**src/rtl/ps2_host_tx.sv**
```systemverilog
// ps2_host_tx: host-to-device PS/2 command transmitter with device ack check and watchdog
module ps2_host_tx #(
  parameter int INHIBIT_CYCLES = 10000,
  parameter int TIMEOUT_CYCLES = 2000000,
  parameter int FILTER_LEN     = 8
) (
  input  logic       CLK,
  input  logic       Reset,
  input  logic       Tx_Start,
  input  logic [7:0] Tx_Data,
  input  logic       PS2c_in,
  input  logic       PS2d_in,
  output logic       PS2c_oe,
  output logic       PS2d_oe,
  output logic       Tx_Busy,
  output logic       Tx_Done,
  output logic       Tx_Err,
  output logic       Rx_Inhibit
);
  localparam int IW = $clog2(INHIBIT_CYCLES + 1);
  localparam int WW = $clog2(TIMEOUT_CYCLES + 1);
  localparam int FW = $clog2(FILTER_LEN + 1);

  typedef enum logic [2:0] {IDLE, INHIBIT, REQ, SEND, ACK, WAIT_IDLE} state_t;

  state_t        state_q, state_d;
  logic [1:0]    c_sync_q, c_sync_d;
  logic [1:0]    d_sync_q, d_sync_d;
  logic          filt_q, filt_d;
  logic [FW-1:0] fcnt_q, fcnt_d;
  logic [9:0]    sr_q, sr_d;
  logic [3:0]    bitcnt_q, bitcnt_d;
  logic [IW-1:0] icnt_q, icnt_d;
  logic [WW-1:0] wdog_q, wdog_d;
  logic          c_oe_q, c_oe_d;
  logic          d_oe_q, d_oe_d;
  logic          done_q, done_d;
  logic          err_q, err_d;
  logic          c_s, d_s, step, flip, fall, timeout;

  assign c_s     = c_sync_q[1];
  assign d_s     = d_sync_q[1];
  assign step    = c_s != filt_q;
  assign flip    = step && fcnt_q == FW'(FILTER_LEN - 1);
  assign fall    = flip && filt_q;
  assign timeout = (state_q == REQ || state_q == SEND || state_q == ACK) && wdog_q == WW'(1);

  assign PS2c_oe    = c_oe_q;
  assign PS2d_oe    = d_oe_q;
  assign Tx_Done    = done_q;
  assign Tx_Err     = err_q;
  assign Tx_Busy    = state_q != IDLE;
  assign Rx_Inhibit = Tx_Busy;

  // Synchronize both pads and debounce the clock: the level flips only after FILTER_LEN differing samples
  always_comb begin
    c_sync_d = {c_sync_q[0], PS2c_in};
    d_sync_d = {d_sync_q[0], PS2d_in};
    fcnt_d   = (step && !flip) ? fcnt_q + FW'(1) : '0;
    filt_d   = flip ? c_s : filt_q;
  end

  // Frame sequencer: inhibit, request-to-send, shift on device clock falls, ack, wait for idle bus
  always_comb begin
    state_d  = state_q;
    sr_d     = sr_q;
    bitcnt_d = bitcnt_q;
    icnt_d   = icnt_q;
    wdog_d   = (state_q == REQ || state_q == SEND || state_q == ACK) ? wdog_q - WW'(1) : wdog_q;
    c_oe_d   = c_oe_q;
    d_oe_d   = d_oe_q;
    done_d   = 1'b0;
    err_d    = 1'b0;
    case (state_q)
      IDLE: if (Tx_Start) begin
        sr_d     = {1'b1, ~^Tx_Data, Tx_Data};
        bitcnt_d = '0;
        icnt_d   = '0;
        c_oe_d   = 1'b1;
        state_d  = INHIBIT;
      end
      INHIBIT: if (icnt_q == IW'(INHIBIT_CYCLES - 1)) begin
        c_oe_d  = 1'b0;
        d_oe_d  = 1'b1;
        wdog_d  = WW'(TIMEOUT_CYCLES);
        state_d = REQ;
      end else begin
        icnt_d = icnt_q + IW'(1);
      end
      REQ: state_d = SEND;
      SEND: if (fall) begin
        d_oe_d   = ~sr_q[0];
        sr_d     = {1'b0, sr_q[9:1]};
        bitcnt_d = bitcnt_q + 4'd1;
        state_d  = (bitcnt_q == 4'd9) ? ACK : SEND;
      end
      ACK: if (fall) begin
        err_d   = d_s;
        state_d = d_s ? IDLE : WAIT_IDLE;
      end
      WAIT_IDLE: if (filt_q && d_s) begin
        done_d  = 1'b1;
        state_d = IDLE;
      end
      default: state_d = IDLE;
    endcase
    if (timeout) begin
      c_oe_d  = 1'b0;
      d_oe_d  = 1'b0;
      done_d  = 1'b0;
      err_d   = 1'b1;
      state_d = IDLE;
    end
  end

  // State register; the lines are released the moment reset asserts
  always_ff @(posedge CLK or negedge Reset) begin
    if (!Reset) begin
      state_q  <= IDLE;
      c_sync_q <= 2'b11;
      d_sync_q <= 2'b11;
      filt_q   <= 1'b1;
      fcnt_q   <= '0;
      sr_q     <= '0;
      bitcnt_q <= '0;
      icnt_q   <= '0;
      wdog_q   <= '0;
      c_oe_q   <= 1'b0;
      d_oe_q   <= 1'b0;
      done_q   <= 1'b0;
      err_q    <= 1'b0;
    end else begin
      state_q  <= state_d;
      c_sync_q <= c_sync_d;
      d_sync_q <= d_sync_d;
      filt_q   <= filt_d;
      fcnt_q   <= fcnt_d;
      sr_q     <= sr_d;
      bitcnt_q <= bitcnt_d;
      icnt_q   <= icnt_d;
      wdog_q   <= wdog_d;
      c_oe_q   <= c_oe_d;
      d_oe_q   <= d_oe_d;
      done_q   <= done_d;
      err_q    <= err_d;
    end
  end
endmodule

```
**config.mk**
```make
export PLATFORM = sky130hd
export DESIGN_NAME = ps2_host_tx
export DESIGN_NICKNAME = d
export VERILOG_FILES = /design/src/rtl/ps2_host_tx.sv
export SDC_FILE = /design/constraint.sdc
export NUM_CORES = 1
export LEC_CHECK = 0
export BUFFER_PORTS_ARGS = -buffer_cell sky130_fd_sc_hd__buf_2
export CORE_UTILIZATION = 56
export CTS_CLUSTER_DIAMETER = 60
export DETAILED_ROUTE_END_ITERATION = 8
export GPL_ROUTABILITY_DRIVEN = 0
export HOLD_SLACK_MARGIN = 0.06
export PLACE_DENSITY = 0.78
export SYNTH_ARGS = -nofsm -noshare
export SYNTH_HDL_FRONTEND = slang
export SYNTH_SLANG_ARGS = --single-unit
export TNS_END_PERCENT = 50
```
**constraint.sdc**
```tcl
create_clock -name CLK -period 2.1 [get_ports CLK]
set_input_delay 0.105 -clock CLK [delete_from_list [all_inputs] [get_ports CLK]]
set_output_delay 0.105 -clock CLK [all_outputs]
set_load 0.02 [all_outputs]
```
==> results.tsv, run 1 <==
metric	value	unit
yosysSeqAreaShare	50.8	%
initial_utilization	58.4	%
finalPower	2530	uW
drc_errors	0	
hold_class	input pin to flop	
rsz0062_at_grt	true	
clock_latency	0.33	ns
drive_gt1_share	19.5	%
outcome	complete, no violations	
synth_top_area_cell	dfrtp_1	
diodes	0	
drt-initial-drc-count	150	
dr.pass1.iters	4	
worst_pin_slew	0.907	ns
p_leak	0.00179	uW
cp-endpoint	icnt_q[7]$_DFFE_PN0P_	
chipWidth	77.8	um
cts_made_buffers	9	
ys_ff_latch	65	
cp.required	2.35	ns
finalHoldViolations	0	
synthCells	322	
r2r_cells	5	
reg2reg_from	icnt_q[12]$_DFFE_PN0P_	
core_area	5510	um2
dp_hpwl	4300	um
io_pins	19	
worst_setup_path_start_kind	flop	
synth_area_leaders	dfrtp_1 47%, xnor2_1 6.0%, nor2_1 5.1%, dfstp_2 4.1%, nand3_1 2.8%	
vias_per_cell	5.73	
wl_per_cell	14.3	um
period_needed	2.07	ns
yosysWarnings	0	
std_cell_rows	27	
area_growth	16.8	%
fin_skew	0.00426	ns
wirelength	6240	um
io_buffers	18	
cts_sinks	65	
avgSynthCellArea	9.98	um2
grt_pass1_wl	10600	um
ys_types	50	
antenna_found_initial	0	
cts_buffer_depth	2	
cts_tree	done	
antenna_left	0	
drv_cap	0	
synth_top_area_share	46.7	%
setup_viol	0	
globalRouteOverflowTotal	0	
pwr_density_cell	673	nW/um2
rrSetupSlack	0.03	ns
grt_pass1_vias	2437	
startpoint	icnt_q[12]$_DFFE_PN0P_	
cp-end-kind	flop	
critPathArrivalTime	2.32	ns
slew_headroom	39.3	%
synth.cell_area	3210	um2
clock.fmax	483	MHz
grt_usage	22.7	%
synth.net_count	341	
vias	2505	
regToRegEndpoint	icnt_q[7]$_DFFE_PN0P_	
worstSetupPathType	flop to flop	
die-height	77.8	um
htreeDepth	3	
cts_root_buffer	clkbuf_8	
cp_max_fo	6	
ir_drop	0.593	mV
setup_tns	0	ns
die-area	6050	um2
final_nets	379	
path_clk_slew	0.07	ns
period_share	98.6	%
grt_max_degree	66	
slew_violations	0	
-- worst min-delay path by stage --
stage / cells past startpoint / to / start
after CTS: 3 / sr_q[2]$_DFFE_PN0P_ / Tx_Data[2]
final: 3 / sr_q[2]$_DFFE_PN0P_ / Tx_Data[2]
after global placement: 2 / wdog_q[7]$_DFF_PN0_ / Reset
after detailed placement: 2 / icnt_q[8]$_DFFE_PN0P_ / Reset
after floorplan: 0 / PS2c_oe$_DFFE_PN0P_ / Reset
after global routing: 3 / sr_q[1]$_DFFE_PN0P_ / Tx_Data[1]
-- final cells by class --
cell class	count	area [um2]
clock buffers	11	141
repair buffers	42	303
inverters	9	33.8
well taps	72	90.1
flip-flops and latches	65	1630
multi-input cells	233	1500
clock inverters	5	55.1
fillers	424	1750
-- cells in the mapped netlist, drive strengths merged --
cell type   n
mux2        1
nor2       44
o21ai      13
o32ai       1
nor3b       3
dfstp       5
nand3      18
and4        1
a311oi      1
buf         7
o31ai       3
inv         9
and2        3
xor2        9
a32o        1
a211oi      2
or4         2
a31oi       1
a2bb2oi     2
o22ai       8
nor2b       3
nand2b      3
nor4        9
xnor2      22
or4bb       1
or2         1
mux2i       1
nand3b      1
dfrtp      60
nor3        9
nand4b      1
a31o        1
a21oi       9
o211ai      8
clkbuf      8
and3b       3
ha          6
or3        10
nand4       3
o2111ai     1
nor4b       1
nand2      24
o21a        1
o41ai       2
-- metal layers --
metal / up-vias / wire length (um) / global-route usage [%]
met1: 1235 / 2980 / 29.3
met4: 0 / 112 / 10.2
met5: - / 0 / 0
li1: 1218 / - / -
met3: 11 / 172 / 3.65
met2: 41 / 2980 / 37.5
-- cell families after synthesis --
group,after synthesis,share of synthesized area (%)
xor gates and xnor gates,31,8.45
muxes,2,0.662
DFF,65,50.8
and+or+nand+nor,140,22.9
AOI/OAI and AO/OA,54,11.5
buffers and inverters,24,3.31
adders and majority gates,6,2.34
-- cell usage in the layout (no fill, tap or decap), types with 2 or more instances in the layout --
cell,Yosys,final
o21ai_0,13,13
buf_2,4,18
dlygate4sd3_1,0,3
buf_12,0,2
dfrtp_1,60,60
o22ai_1,8,8
o211ai_1,8,8
ha_1,6,6
a21oi_1,9,9
a211oi_1,2,2
buf_4,3,19
dfstp_2,5,5
nor4_2,1,3
nor2b_1,3,3
nor4_1,7,5
clkbuf_8,0,10
or4_1,2,2
clkinv_2,0,2
xnor2_1,22,22
and2_1,3,3
and3b_1,3,3
a2bb2oi_1,2,2
clkinvlp_4,0,2
xor2_1,9,9
inv_1,9,9
o31ai_1,3,3
or3_1,9,9
nor3_1,9,9
nor2_1,44,44
nand4_1,3,3
nand2b_1,3,3
nand2_1,24,24
nand3_1,18,18
-- state kept, by name, summed over array words and instances (netlist names) --
register / flops
icnt_q: 14
state_q: 3
d_sync_q: 2
c_sync_q: 2
PS2c_oe: 1
PS2d_oe: 1
wdog_q: 21
Tx_Err: 1
bitcnt_q: 4
Tx_Done: 1
sr_q: 10
filt_q: 1
fcnt_q: 4
-- what timing repair did --
item	in CTS	in global routing
endpoints found under the hold margin	62	0
resized for setup	0	4
setup buffers	0	1
endpoints found under the setup margin	0	7
hold buffers	3	0
-- report_power, final --
group          internal [uW]  total, uW  switching [uW]
registers               1300       1320            27.5
logic                   72.0        154            82.4
clock network            577       1050             472
-- worst max-delay path, cell delays in order, from the launching register on --
cell     delay [ns]
dfrtp_1        0.41
or4bb_1        0.55
o41ai_4        0.49
or3_4          0.23
o21ai_0        0.11
a21oi_1        0.19
-- through the flow --
stage          hold slack (ns)  cell area [um2]  setup WS (ns)  std cells  utilization, %
2_1_floorplan           -0.191             3210          0.199        322               -
3_3_place_gp             0.148             3500          0.195        417            63.5
3_5_place_dp             0.150             3500         0.0587        417            63.5
4_1_cts                 0.0695             3720         0.0487        436            67.6
5_1_grt                 0.0846             3750        -0.0572        437            68.2
6_report                0.0773             3750         0.0299        437            68.2
Note: power is estimated with default switching activity, not from simulation.
==> run 2, diff against run 1 <==
--- a/config.mk
+++ b/config.mk
@@ -11,7 +11,7 @@
 export DETAILED_ROUTE_END_ITERATION = 8
 export GPL_ROUTABILITY_DRIVEN = 0
 export HOLD_SLACK_MARGIN = 0.06
-export PLACE_DENSITY = 0.78
+export PLACE_DENSITY = 0.86
 export SYNTH_ARGS = -nofsm -noshare
 export SYNTH_HDL_FRONTEND = slang
 export SYNTH_SLANG_ARGS = --single-unit
==> run 2 against run 1 <==
  * Clock skew is 0.0020 ns higher
  * Wire length is 0.35% higher
  * Die area stayed put
  * Sequential share of layout area is 0.65 points higher
  * Final cell count is 0.92% lower
  * Critical endpoint is now PS2d_oe$_DFFE_PN0P_
  * Sequential power hardly changed
  * Worst hold slack better by 0.0097 ns
==> results.tsv, run 2 (synthesis results as in run 1) <==
metric	value	unit
worstSetupPathType	flop to flop	
pre_cts_ws	0.112	ns
slew_headroom	49.1	%
post-route-util	67.2	%
drt-initial-drc-count	139	
slowest_delay	0.58	ns
initial_utilization	58.4	%
finalPower	2640	uW
nFillCells	424	
reg2reg_from	icnt_q[11]$_DFFE_PN0P_	
final_nets	375	
grt_pass1_wl	11100	um
cp.required	2.33	ns
dr.pass1.iters	4	
drc_errors	0	
setup_viol	0	
io_pins	19	
wl_per_cell	14.5	um
worst_setup_path_start_kind	flop	
r2r_cells	5	
slew_violations	0	
cp.depth	5	
slowest_stage	or4bb_1	
die-area	6050	um2
regMostFlops	wdog_q	
diodes	0	
area_growth	15.1	%
period_needed	1.99	ns
globalRouteOverflowTotal	0	
drive_gt1_share	17.2	%
path_cells	or4bb_1 > o41ai_4 > buf_6 > a21oi_1 > a311oi_1	
final_cell_mix	60 x dfrtp_1, 44 x nor2_1, 23 x nand2_1	
path_clk_slew	0.07	ns
chipWidth	77.8	um
io_buffers	18	
layout_commonest_cell	dfrtp_1	
die-height	77.8	um
hold_class	input pin to flop	
crit_buf_inv	1	
vias	2478	
rrSetupSlack	0.11	ns
ff_latch_area	1630	um2
hp-start	Tx_Data[2]	
cts_root_buffer	clkbuf_8	
clock.fmax	502	MHz
rsz0062_at_grt	true	
pwr_density_cell	712	nW/um2
multi_input_area	1480	um2
reg_top3	wdog_q: 21 flops, icnt_q: 14 flops, sr_q: 10 flops	
cp-end-kind	flop	
htreeDepth	3	
drv_cap	0	
setup_tns	0	ns
grt_max_degree	36	
core_area	5510	um2
grt_pass1_vias	2506	
antenna_found_initial	0	
worst_pin_slew	0.761	ns
dp_hpwl	4340	um
clock_latency	0.33	ns
holdPathStages	3	
p_leak	0.00177	uW
wirelength	6260	um
finalHoldViolations	0	
fin_skew	0.00625	ns
antenna_left	0	
cts_tree	done	
largest_reg_flops	21	
vias_per_cell	5.72	
startpoint	icnt_q[11]$_DFFE_PN0P_	
outcome	complete, no violations	
period_share	94.8	%
std_cell_rows	27	
critPathArrivalTime	2.22	ns
grt_usage	23.5	%
cts_made_buffers	9	
path_delay_family	compound AO/OA/AOI/OAI gates	
cts_sinks	65	
worst_slack	0.109	ns
cp_max_fo	13	
ir_drop	0.588	mV
cts_buffer_depth	2	
run 2: routing by layer:
layer	track usage, %	vias up	routed length, um
li1	-	1208	-
met1	29.2	1226	2880
met2	39.7	34	3100
met3	5.06	10	177
met4	9.81	0	107
met5	0	-	0
run 2: cell type report:
| type | count | share of cell area (%) |
|---|---|---|
| sequential | 65 | 44.1 |
| multi-input combinational | 233 | 39.9 |
| timing repair buffer | 38 | 6.80 |
| clock buffer | 13 | 4.02 |
| tap | 72 | 2.43 |
| clock inverter | 3 | 1.76 |
| inverter | 9 | 0.913 |
run 2: what timing repair did:
action,4_1_cts,5_1_grt
endpoints found under the hold margin,62,0
resized for setup,0,2
endpoints found under the setup margin,0,5
setup buffers,0,0
hold buffers,3,0
run 2: stage by stage:
step                      area [um2]  hold WS [ns]  instances
after global routing            3700        0.0798        433
after CTS                       3690        0.0687        433
final                           3700        0.0870        433
after floorplan                 3210        -0.191        322
after global placement          3450         0.165        414
after detailed placement        3450         0.158        414
run 2: worst paths after layout:
path                                     endpoint
min in group asynchronous  icnt_q[10]$_DFFE_PN0P_
max in group asynchronous      filt_q$_DFFE_PN1N_
max reg2reg                   PS2d_oe$_DFFE_PN0P_
min                           sr_q[2]$_DFFE_PN0P_
min reg2reg                 c_sync_q[1]$_DFF_PN1_
max                           PS2d_oe$_DFFE_PN0P_
run 2: power by group:
group / switching, uW / internal [uW]
clock: 449 / 701
sequential: 31.3 / 1300
combinational: 85.9 / 71.7
run 2: worst min-delay path: cells and delay by family:
family	cells	cell delay [ns]
compound gates	1	0.08
simple gates	1	0.10
buf+inv	1	0.09
